## src/rtl/cifra_xor_stream.sv

```systemverilog
// Streaming multi-word XOR cipher, ECB or chained, one key segment per cycle.
// Optional key rotation per word: define CIFRA_KEY_ROTATE_EN.
module cifra_xor_stream #(
   parameter int tamanho_key     = 8,
   parameter int tamanho_palavra = 16
) (
   input  logic                       clk,
   input  logic                       reset,
   input  logic                       start,
   input  logic [tamanho_key-1:0]     key,
   input  logic [tamanho_palavra-1:0] iv,
   input  logic                       mode,
   input  logic                       decrypt,
   input  logic                       in_valid,
   output logic                       in_ready,
   input  logic                       in_last,
   input  logic [tamanho_palavra-1:0] plaintext,
   output logic                       out_valid,
   input  logic                       out_ready,
   output logic [tamanho_palavra-1:0] ciphertext,
   output logic                       done
);

   localparam int NSEG = tamanho_palavra / tamanho_key;
   localparam int SW   = (NSEG > 1) ? $clog2(NSEG) : 1;
   localparam logic [SW-1:0] LAST_SEG = SW'(NSEG - 1);

   typedef enum logic [1:0] {
      IDLE   = 2'b00,
      ACCEPT = 2'b01,
      PROC   = 2'b10,
      EMIT   = 2'b11
   } state_t;

   state_t current_state;

   logic [tamanho_key-1:0]     key_reg;
   logic [tamanho_palavra-1:0] chain_reg;
   logic [tamanho_palavra-1:0] work;
   logic [tamanho_palavra-1:0] orig;
   logic [tamanho_palavra-1:0] work_next;
   logic [SW-1:0]              seg;
   logic                       mode_reg;
   logic                       dec_reg;
   logic                       last_reg;

   // One segment per cycle, LSB segment first.
   always_comb begin
      work_next = work;
      work_next[seg*tamanho_key +: tamanho_key] =
         work[seg*tamanho_key +: tamanho_key] ^ key_reg ^
         (mode_reg ? chain_reg[seg*tamanho_key +: tamanho_key]
                   : {tamanho_key{1'b0}});
   end

   always_ff @(posedge clk) begin
      if (reset) begin
         current_state <= IDLE;
         key_reg       <= '0;
         chain_reg     <= '0;
         work          <= '0;
         orig          <= '0;
         seg           <= '0;
         mode_reg      <= 1'b0;
         dec_reg       <= 1'b0;
         last_reg      <= 1'b0;
         in_ready      <= 1'b0;
         out_valid     <= 1'b0;
         ciphertext    <= '0;
         done          <= 1'b0;
      end else begin
         done <= 1'b0;
         case (current_state)
            IDLE: begin
               if (start) begin
                  key_reg       <= key;
                  chain_reg     <= iv;
                  mode_reg      <= mode;
                  dec_reg       <= decrypt;
                  in_ready      <= 1'b1;
                  current_state <= ACCEPT;
               end
            end
            ACCEPT: begin
               if (in_valid) begin
                  work          <= plaintext;
                  orig          <= plaintext;
                  last_reg      <= in_last;
                  seg           <= '0;
                  in_ready      <= 1'b0;
                  current_state <= PROC;
               end
            end
            PROC: begin
               work <= work_next;
               seg  <= seg + SW'(1);
               if (seg == LAST_SEG) begin
                  ciphertext    <= work_next;
                  out_valid     <= 1'b1;
                  current_state <= EMIT;
               end
            end
            EMIT: begin
               if (out_ready) begin
                  // Decrypt chains on the ciphertext it was given.
                  chain_reg <= dec_reg ? orig : ciphertext;
`ifdef CIFRA_KEY_ROTATE_EN
                  key_reg <= {key_reg[tamanho_key-2:0],
                              key_reg[tamanho_key-1]};
`endif
                  out_valid <= 1'b0;
                  if (last_reg) begin
                     done          <= 1'b1;
                     current_state <= IDLE;
                  end else begin
                     in_ready      <= 1'b1;
                     current_state <= ACCEPT;
                  end
               end
            end
            default: current_state <= IDLE;
         endcase
      end
   end

endmodule

```

## config.mk

```make
export PLATFORM = sky130hd
export DESIGN_NAME = cifra_xor_stream
export DESIGN_NICKNAME = d
export VERILOG_FILES = /design/src/rtl/cifra_xor_stream.sv
export SDC_FILE = /design/constraint.sdc
export NUM_CORES = 1
export LEC_CHECK = 0
export CELL_PAD_IN_SITES_DETAIL_PLACEMENT = 1
export CELL_PAD_IN_SITES_GLOBAL_PLACEMENT = 2
export CORE_UTILIZATION = 32
export DETAILED_ROUTE_END_ITERATION = 12
export HOLD_SLACK_MARGIN = 0.03
export PLACE_DENSITY = 0.84
export SLEW_MARGIN = 20
export SYNTH_ARGS = -nofsm -noshare
export SYNTH_HDL_FRONTEND = slang
export SYNTH_SLANG_ARGS = --single-unit
```

## constraint.sdc

```tcl
create_clock -name clk -period 2 [get_ports clk]
set_input_delay 0.6 -clock clk [delete_from_list [all_inputs] [get_ports clk]]
set_output_delay 0.6 -clock clk [all_outputs]
set_load 0.02 [all_outputs]
```

==> results.json, run 1 <==
{
  "outcome": "finished clean",
  "hold_class": "reg -> reg",
  "required_ps": 1400,
  "ys_seq_area_frac": 0.379,
  "syn_area_per_cell_um2": 8.28,
  "finalPower_mw": 7.62,
  "cp-end-kind": "output pin",
  "powerDensity_nw_per_um2": 1350,
  "cts-htree-levels": 3,
  "drt_iter0_drc": 188,
  "dpl.hpwl_um": 10200,
  "synth_common_cells": "nand2_1, dfxtp_1, a21oi_1",
  "ioPinCount": 67,
  "cts_tree": "done",
  "drc": 0,
  "vias_per_cell": 5.21,
  "nets": 641,
  "cp_num_buf_inv": 1,
  "start_util": 0.334,
  "die_w_um": 118,
  "syn_to_final_growth_pct": 31.6,
  "cts.sinks": 81,
  "cp-start-kind": "flop",
  "syn_area_um2": 4280,
  "arrival_ps": 1360,
  "netlist_instances": 517,
  "fin_util": 0.439,
  "whs_path_depth": 2,
  "maxSlewHeadroom": 0.546,
  "clk_latency_ps": 350,
  "synth_top_area_frac": 0.379,
  "path_depth": 1,
  "dr.pass1.iters": 4,
  "clkTransAtPathRegs_ps": 60,
  "clock_skew_ps": 10.2,
  "die_h_um": 118,
  "critPathMaxFanout": 3,
  "path_delay_family": "buffers and inverters",
  "synth_nets": 570,
  "rr_worst_depth": 9,
  "globalplace.congestion": 0.774,
  "max-clock-path-buffers": 2,
  "rsz0062_at_grt": "false",
  "drv_cap": 0,
  "grt_pass1_vias": 4052,
  "synth_edf_count": 0,
  "fillCellCount": 1537,
  "wirelength_um": 14100,
  "drive_gt1_frac": 0.138,
  "drt.antenna.violating_nets": 0,
  "tightest_slew_ps": 680,
  "cp_slowest_cell": "clkdlybuf4s50_1",
  "power.leakage_nw": 2.04,
  "antenna_found_initial": 0,
  "yosysWarnings": 0,
  "io_buffers": 66,
  "fmax_mhz": 509,
  "max_stage_delay_ps": 630,
  "finalHoldViolCount": 0,
  "vias": 3989,
  "die-area_um2": 13800,
  "grt_max_degree": 73,
  "ys_ff_latch": 81,
  "grt_overflow": 0,
  "crit_type": "reg -> out",
  "cts_made_buffers": 9,
  "async_reset_ff_frac": 0,
  "grt_first_pass_wirelength_um": 22500,
  "routedWlPerCell_um": 18.4,
  "synth_area_leaders": "dfxtp_1, mux2i_1, a21oi_1, nand2_1, mux2_4",
  "n_antenna_cell": 0,
  "root_buffer": "clkbuf_16",
  "row_count": 41,
  "ys_types": 41,
  "cts_hold_buf": 0,
  "setup_viol": 0,
  "yosys.area.top_type": "dfxtp_1",
  "core_area_um2": 12800,
  "period_needed_ps": 1960,
  "ys.flop_type": "dfxtp_1",
  "peakVddDrop_mv": 0.436,
  "post-route-period-util": 0.982,
  "yosysMostFrequentCell": "nand2_1",
  "gr-usage-all-layers": 0.209,
  "finalMaxSlewViolations": 0,
  "worstPathCellList": "clkdlybuf4s50_1"
}
## power breakdown
group / internal (mW) / total (mW) / leakage [nW] / switching, mW
Sequential: 1.98 / 2.33 / 0.661 / 0.347
Combinational: 1.54 / 3.35 / 1.22 / 1.81
Clock: 1.25 / 1.94 / 0.166 / 0.688
## stage by stage
stage	setup TNS, ps	hold WS [ps]	area (um^2)	std cells	setup slack [ps]
floorplan	0	436	4280	517	213
global placement	-238	444	5230	746	-33.7
detailed placement	-2360	451	5230	746	-181
CTS	0	457	5580	762	25.0
global route	0	475	5640	765	8.59
finish	0	455	5640	765	36.5
## cell families (layout without fill, tap and decap cells)
group           Yosys count  after routing  share of synthesized area
mux                      57             57                      0.149
xor+xnor                 16             16                     0.0327
flops                    81             81                      0.379
fa+ha+maj                 5              5                     0.0146
buf+inv                  52            128                     0.0555
compound gates          132            132                      0.197
simple gates            174            174                      0.172
## final timing paths
check                                                    from                          to  slack [ps]
worst max-delay path               ciphertext[8]$_SDFFE_PP0P_               ciphertext[8]          40
worst min register to register           orig[9]$_SDFFE_PP0P_        orig[9]$_SDFFE_PP0P_         460
worst max register to register  current_state[0]$_SDFFE_PP0P_  chain_reg[12]$_SDFFE_PP0P_         150
worst min-delay path                     orig[9]$_SDFFE_PP0P_        orig[9]$_SDFFE_PP0P_         460
## area by class of cell
cell class | instances | area, um^2 | share of cell area
Clock buffer | 11 | 243 | 0.0431
Clock inverter | 5 | 103 | 0.0182
Inverter | 15 | 60.1 | 0.0107
Multi-Input combinational cell | 384 | 2440 | 0.433
Sequential cell | 81 | 1620 | 0.288
Tap cell | 172 | 215 | 0.0382
Timing Repair Buffer | 97 | 956 | 0.170
## metal layers
layer,up-vias,track usage,routed length (um),share of wire
li1,1928,-,-,-
met1,1966,0.281,6620,0.47
met4,0,0.0769,248,0.018
met5,-,0,0,0
met3,18,0.0315,620,0.044
met2,77,0.338,6620,0.47
## cell usage in the layout, fill, tap and decap left out, types with 2 or more instances in the layout
master           Yosys  layout
mux2_4              13      13
buf_4                1      26
clkbuf_16            0      10
inv_1               12      12
buf_12               0       4
bufinv_16            0       3
nor2_1              44      43
ha_2                 0       2
a21oi_1             75      75
a211oi_2             7       7
o21ai_0             10      10
a21o_1               7       7
a32oi_1              8       8
and2_1               3       2
xnor2_1              8       8
mux2i_1             41      40
nand3_1             15      15
a211oi_1             3       3
o221ai_1             8       8
dfxtp_1             81      81
xor2_1               8       8
ha_1                 5       3
a2bb2oi_1            7       7
mux2_2               3       3
clkdlybuf4s50_1      0      65
nor2b_1              4       3
nand2b_1             3       3
nand2_1            100     100
clkinvlp_4           0       2
## worst register-to-register path, stage by stage (launching register included)
cell	delay (ps)
dfxtp_1	370
inv_1	80
buf_4	150
ha_1	210
nor2b_2	200
nor3_4	110
buf_4	170
buf_12	140
mux2i_1	240
nor2_1	60
## what timing repair did
item	4_1_cts	5_1_grt
setup buffers	0	2
resized for setup	0	7
setup endpoints to repair	0	27
Power figures use the tool's default switching activity.
==> run 2: changes to the inputs <==
--- a/config.mk
+++ b/config.mk
@@ -7,6 +7,7 @@
 export LEC_CHECK = 0
 export CELL_PAD_IN_SITES_DETAIL_PLACEMENT = 1
 export CELL_PAD_IN_SITES_GLOBAL_PLACEMENT = 2
+export CORE_ASPECT_RATIO = 1.5
 export CORE_UTILIZATION = 32
 export DETAILED_ROUTE_END_ITERATION = 12
 export HOLD_SLACK_MARGIN = 0.03
==> run 2 against run 1 <==
Global-route usage rose by 0.091 points. Register-to-register slack about the same. Via count down 2.9%. Clock power decreased by 12%. Routed wire length is 4.0% lower. Critical path depth stayed put. Worst hold slack better by 4.9 ps. Flip-flop and latch count is the same. Utilization decreased by 1.4 points.
==> results.json, run 2 (synthesis gave the netlist of run 1 again) <==
{
  "cp_slowest_cell": "clkdlybuf4s50_1",
  "n_antenna_cell": 0,
  "clkTransAtPathRegs_ps": 60,
  "fmax_mhz": 518,
  "ioPinCount": 67,
  "gr-usage-all-layers": 0.210,
  "row_count": 51,
  "routedWlPerCell_um": 18.1,
  "grt_pass1_vias": 4183,
  "peakVddDrop_mv": 0.528,
  "switchingPower_mw": 2.67,
  "antenna_found_initial": 0,
  "die_w_um": 96.4,
  "hold_class": "reg -> reg",
  "post-place-ws_ps": -137,
  "critPathMaxFanout": 3,
  "post_cts_resized": 0,
  "clock_skew_ps": 5.75,
  "core_area_um2": 13000,
  "syn_to_final_growth_pct": 29.5,
  "die-area_um2": 13900,
  "crit_type": "reg -> out",
  "finalMaxSlewViolations": 0,
  "fin_area_um2": 5540,
  "drv_cap": 0,
  "grt_first_pass_wirelength_um": 21700,
  "p_seq_frac": 0.323,
  "drt.antenna.violating_nets": 0,
  "nets": 641,
  "required_ps": 1400,
  "worstPathCellList": "clkdlybuf4s50_1",
  "grt_max_degree": 42,
  "drive_gt1_frac": 0.127,
  "sw_frac_of_total": 0.373,
  "globalplace.congestion": 0.835,
  "cts-htree-levels": 3,
  "period_needed_ps": 1930,
  "placed_area_um2": 5240,
  "dr.pass1.iters": 4,
  "root_buffer": "clkbuf_16",
  "die_h_um": 144,
  "powerDensity_nw_per_um2": 1290,
  "finalHoldViolCount": 0,
  "rsz0062_at_grt": "false",
  "final_cell_mix": "nand2_1, dfxtp_1, a21oi_1",
  "tightest_slew_ps": 475,
  "arrival_ps": 1330,
  "drt_iter0_drc": 125,
  "final_common_cell": "nand2_1",
  "clk_latency_ps": 330,
  "cp-end-kind": "output pin",
  "drc": 0,
  "fillCellCount": 1569,
  "p_comb_frac": 0.438,
  "dpl.hpwl_um": 10300,
  "max-clock-path-buffers": 2,
  "reg2reg_slack_ps": 140,
  "post-route-period-util": 0.965,
  "vias": 3873,
  "cts.sinks": 81,
  "start_util": 0.329,
  "setup_viol": 0,
  "cts_made_buffers": 9,
  "max_stage_delay_ps": 640,
  "fin_util": 0.426,
  "outcome": "finished clean",
  "cp-start-kind": "flop",
  "io_buffers": 66,
  "path_delay_family": "buffers and inverters",
  "p_int_mw": 4.48,
  "maxSlewHeadroom": 0.683,
  "clkPwrFrac": 0.239,
  "layout_setup_ws_ps": 69.0,
  "wirelength_um": 13500,
  "cp_num_buf_inv": 1,
  "vias_per_cell": 5.16,
  "cts_hold_buf": 0,
  "post_cts_buffers": 0,
  "cts_tree": "done",
  "grt_overflow": 0,
  "power.leakage_nw": 2.04
}
run 2: worst reg2reg max path: cells and delay by family (launching register included):
| kind | cells | cell delay [ps] |
|---|---|---|
| flip-flops | 1 | 330 |
| AND/OR/NAND/NOR | 1 | 210 |
| AO/OA/AOI/OAI | 3 | 470 |
| buffers and inverters | 3 | 520 |
| adder cells (fa/ha/maj) | 1 | 250 |
run 2: through the flow:
step	hold WS, ps	instances	power (mW)	TNS [ps]
CTS	462	750	7.23	0
global placement	443	736	5.39	-1580
floorplan	436	517	4.43	0
global route	481	750	7.62	0
finish	460	750	7.15	0
detailed placement	452	736	5.51	-2370
run 2: worst paths after layout:
check / from / endpoint / cells past startpoint
setup / recovery: ciphertext[9]$_SDFFE_PP0P_ / ciphertext[9] / 1
hold reg to reg: orig[8]$_SDFFE_PP0P_ / orig[8]$_SDFFE_PP0P_ / 2
setup reg to reg: current_state[0]$_SDFFE_PP0P_ / work[5]$_SDFFE_PP0P_ / 8
hold / removal: orig[8]$_SDFFE_PP0P_ / orig[8]$_SDFFE_PP0P_ / 2
run 2: routing by layer:
| metal | up-vias | part of all wire | track usage |
|---|---|---|---|
| met3 | 15 | 0.027 | 0.0302 |
| li1 | 1926 | - | - |
| met2 | 63 | 0.54 | 0.386 |
| met4 | 0 | 0.023 | 0.0820 |
| met5 | - | 0 | 0 |
| met1 | 1869 | 0.41 | 0.237 |
run 2: power by group through the flow:
stage | logic [mW] | registers, mW | clock network (mW)
final | 3.13 | 2.31 | 1.71
after global routing | 3.45 | 2.35 | 1.82
after detailed placement | 3.15 | 2.36 | 0
after CTS | 3.17 | 2.32 | 1.74
after global placement | 3.06 | 2.34 | 0
after floorplan | 2.21 | 2.22 | 0
run 2: final cells by class:
cell class                 count  area, um^2  share of cell area
clock inverter                 4        70.1              0.0126
inverter                      15        56.3              0.0102
sequential                    81        1620               0.293
tap                          159         199              0.0359
multi-input combinational    384        2430               0.438
clock buffer                  10         229              0.0413
timing repair buffer          97         941               0.170
==> run 3: changes to the inputs <==
--- a/config.mk
+++ b/config.mk
@@ -5,10 +5,12 @@
 export SDC_FILE = /design/constraint.sdc
 export NUM_CORES = 1
 export LEC_CHECK = 0
+export CAP_MARGIN = 5
 export CELL_PAD_IN_SITES_DETAIL_PLACEMENT = 1
 export CELL_PAD_IN_SITES_GLOBAL_PLACEMENT = 2
 export CORE_ASPECT_RATIO = 1.5
 export CORE_UTILIZATION = 32
+export CTS_CLUSTER_DIAMETER = 100
 export DETAILED_ROUTE_END_ITERATION = 12
 export HOLD_SLACK_MARGIN = 0.03
 export PLACE_DENSITY = 0.84
==> results of run 3 <==
No change in the layout: final DEF, timing and power equal those of run 2.
==> edit 1: new RTL, settings of run 3 <==
The parameter `tamanho_key` goes from 8 to 4.
--- a/src/rtl/cifra_xor_stream.sv
+++ b/src/rtl/cifra_xor_stream.sv
@@ -1,7 +1,7 @@
 // Streaming multi-word XOR cipher, ECB or chained, one key segment per cycle.
 // Optional key rotation per word: define CIFRA_KEY_ROTATE_EN.
 module cifra_xor_stream #(
-   parameter int tamanho_key     = 8,
+   parameter int tamanho_key     = 4,
    parameter int tamanho_palavra = 16
 ) (
    input  logic                       clk,
Interface: changed (resized key); port bits go from 67 to 63. No check against the original RTL was run, so the function may have changed too.
==> edit 1 against run 3 <==
The run now ends with negative setup slack left; sequential cell count decreased by 3; wire length increased by 6.6%; first-iteration DRC count increased by 89%; area after synthesis about the same; synthesized cell count decreased by 7.2%; design area increased by 4.1%; power increased by 6.4%; worst setup slack got worse by 0.071 ns; critical path depth increased by 5; critical endpoint is now ciphertext[6]; largest power group unchanged.
==> edit 1: results <==
metrics = {
    "outcome": {
        "outcome": "finished, violations left",
        "violations": "negative setup slack",
    },
    "placement": {
        "dpl_cell_area_um2": 5290,
        "dp_hpwl_um": 10600,
    },
    "logic_synthesis": {
        "synthTopCellsByCount": "dfxtp_1, a21oi_1, nor2_1",
        "synth.avg_cell_area_um2": 8.91,
        "synth_compound_area_share_pct": 16.7,
        "netlist_top_cells_area": "dfxtp_1, mux2i_1, a21oi_1",
        "synth_xor_area_share_pct": 2.57,
    },
    "sta": {
        "fin_tns_setup_ns": -0.00207,
        "worst_slack_ns": -0.00207,
        "clock-skew-final_ns": 0.00604,
        "setup-violations-final": 1,
    },
    "layout": {
        "n_clock_buffer": 13,
        "seq_area_um2": 1570,
        "n_fill_cell": 1520,
        "n_all_buffers": 103,
        "clock_area_share_pct": 4.99,
        "final_cells": 721,
    },
    "global_routing": {
        "grt_start_max_net_pins": 39,
        "grt_pass1_wl_um": 22500,
    },
    "pwr": {
        "p_leak_nw": 2.12,
        "p_comb_share_pct": 48.6,
    },
    "detailed_routing": {
        "routed_wl_um": 14400,
        "drt-initial-drc-count": 236,
    },
    "critical_path": {
        "slowest_delay_ns": 0.56,
        "cp_max_fo": 5,
        "worst_ep_arrival_time_ns": 2.24,
    },
}
==> edit 1: path summary, 6_finish.rpt <==
check | endpoint | slack (ns) | startpoint | cells after the start
max | ciphertext[6] | -0.002 | seg[0] | 6
min | orig[13] | 0.46 | orig[13] | 2
max reg2reg | ciphertext[6] | -0.002 | seg[0] | 6
min reg2reg | orig[13] | 0.46 | orig[13] | 2
==> edit 1: worst reg2reg max path, delay by kind of cell (launching register included) <==
family,cells,cell delay [ns]
XOR/XNOR,1,0.17
AO/OA/AOI/OAI,1,0.31
buffers and inverters,2,0.29
flip-flops,1,0.40
multiplexers,2,0.72
==> edit 1: metal layers <==
metal | vias up | share of wire (%) | global-route usage (%)
li1 | 1890 | - | -
met1 | 2013 | 41 | 25.0
met2 | 92 | 53 | 38.8
met3 | 26 | 3.3 | 2.06
met4 | 0 | 3.6 | 11.9
met5 | - | 0 | 0
==> edit 1: timing repair <==
item                                    CTS  global route
gates resized for setup                   6            36
setup buffers                             3             5
pin swaps                                 0            16
endpoints found under the setup margin   34            35
==> edit 2: new RTL, settings of run 3 <==
Without the edit above. Encoding of `state_t`: now one-hot (4 bits for 4 states).
--- a/src/rtl/cifra_xor_stream.sv
+++ b/src/rtl/cifra_xor_stream.sv
@@ -25,11 +25,11 @@
    localparam int SW   = (NSEG > 1) ? $clog2(NSEG) : 1;
    localparam logic [SW-1:0] LAST_SEG = SW'(NSEG - 1);
 
-   typedef enum logic [1:0] {
-      IDLE   = 2'b00,
-      ACCEPT = 2'b01,
-      PROC   = 2'b10,
-      EMIT   = 2'b11
+   typedef enum logic [3:0] {
+      IDLE   = 4'b0001,
+      ACCEPT = 4'b0010,
+      PROC   = 4'b0100,
+      EMIT   = 4'b1000
    } state_t;
 
    state_t current_state;
Behaviour: same outputs for any inputs over 10 cycles, from zero or initial values and one cycle with reset high; not proved beyond that.
==> edit 2 against run 3 <==
Sequential cell count increased by 2; design area up 1.4%; critical endpoint is now ciphertext[11]; worst setup slack got worse by 0.017 ns; wire length grew 8.8%; critical path depth did not move; synthesized cell count shrank 4.3%; area after synthesis decreased by 3.3%; die area down 3.3%.
Power is not compared: it rests on default switching activity, and its combinational part moved more than twofold at a synthesized area within 25%.
==> edit 2: results <==
metrics = {
    "placement": {
        "dp_hpwl_um": 11200,
        "place_inst": 730,
        "pre_cts_ws_ns": -0.213,
        "dpl_cell_area_um2": 5280,
        "place_congestion": 0.847,
    },
    "detailed_routing": {
        "drt-initial-drc-count": 166,
        "routed_wl_um": 14700,
        "num_vias": 4124,
        "route.met2.wl_um": 7860,
        "wl_met1_um": 5850,
        "wl_per_cell_um": 19.8,
        "met3_length_um": 463,
    },
    "sta": {
        "tightest_slew_ns": 0.535,
        "post-route-period-util_pct": 97.4,
        "clock-skew-final_ns": 0.00774,
    },
    "logic_synthesis": {
        "synthesis.nets": 543,
        "synthTopCellsByCount": "nand2_1, dfxtp_1, a21oi_1",
        "synth-async-reset-ratio_pct": 0,
        "netlist_top_cells_area": "dfxtp_1, nand2_1, mux2i_1",
        "ys_seq_area_share_pct": 40.1,
        "syn_inst": 495,
        "netlist-cell-type-count": 56,
    },
    "critical_path": {
        "worst_ep_arrival_time_ns": 1.35,
        "crit_path_start": "ciphertext[11]",
        "ff2ff_path_depth": 6,
        "reg2reg_from": "current_state[0]",
        "r2r_setup_slack_ns": 0.16,
        "rr_endpoint": "work[9]",
    },
    "cts": {
        "cts_buffers": 9,
    },
    "global_routing": {
        "grt_pass1_vias": 4272,
        "grt.met2_usage_pct": 42.1,
        "gr-usage-all-layers_pct": 23.1,
        "grt_start_max_net_pins": 34,
        "grt_pass1_wl_um": 23100,
        "met3_usage_pct": 2.95,
    },
    "outcome": {
        "outcome": "completed",
    },
    "layout": {
        "drive_gt1_share_pct": 13.1,
        "n_fill_cell": 1488,
    },
    "hold_path": {
        "holdPathEnd": "orig[2]",
        "hp-start": "orig[2]",
    },
}
==> edit 2: layout make-up <==
type / count / share of cell area [%]
clock buffer: 10 / 4.25
multi-input combinational: 371 / 41.1
clock inverter: 6 / 1.74
sequential: 83 / 29.6
tap: 156 / 3.47
inverter: 5 / 0.334
timing repair buffer: 115 / 19.6
==> edit 2: cells by family (layout without fill, tap and decap cells) <==
group	after synthesis	count (layout)	share of synthesized area [%]
buf+inv	41	136	4.29
simple gates	188	188	21.9
mux	36	36	8.86
compound gates	137	137	22.6
flops	83	83	40.1
xor+xnor	10	10	2.12
==> edit 2: power breakdown <==
group          switching (mW)  internal (mW)
logic                   0.826          0.704
registers               0.169           1.85
clock network           0.722           1.14
total                    1.72           3.69
==> edit 2: worst reg2reg max path, stage by stage (launching register included) <==
cell	delay (ns)
dfxtp_1	0.31
buf_4	0.19
nor2_1	0.45
and2_1	0.29
buf_4	0.19
nand2_1	0.08
a221oi_1	0.25
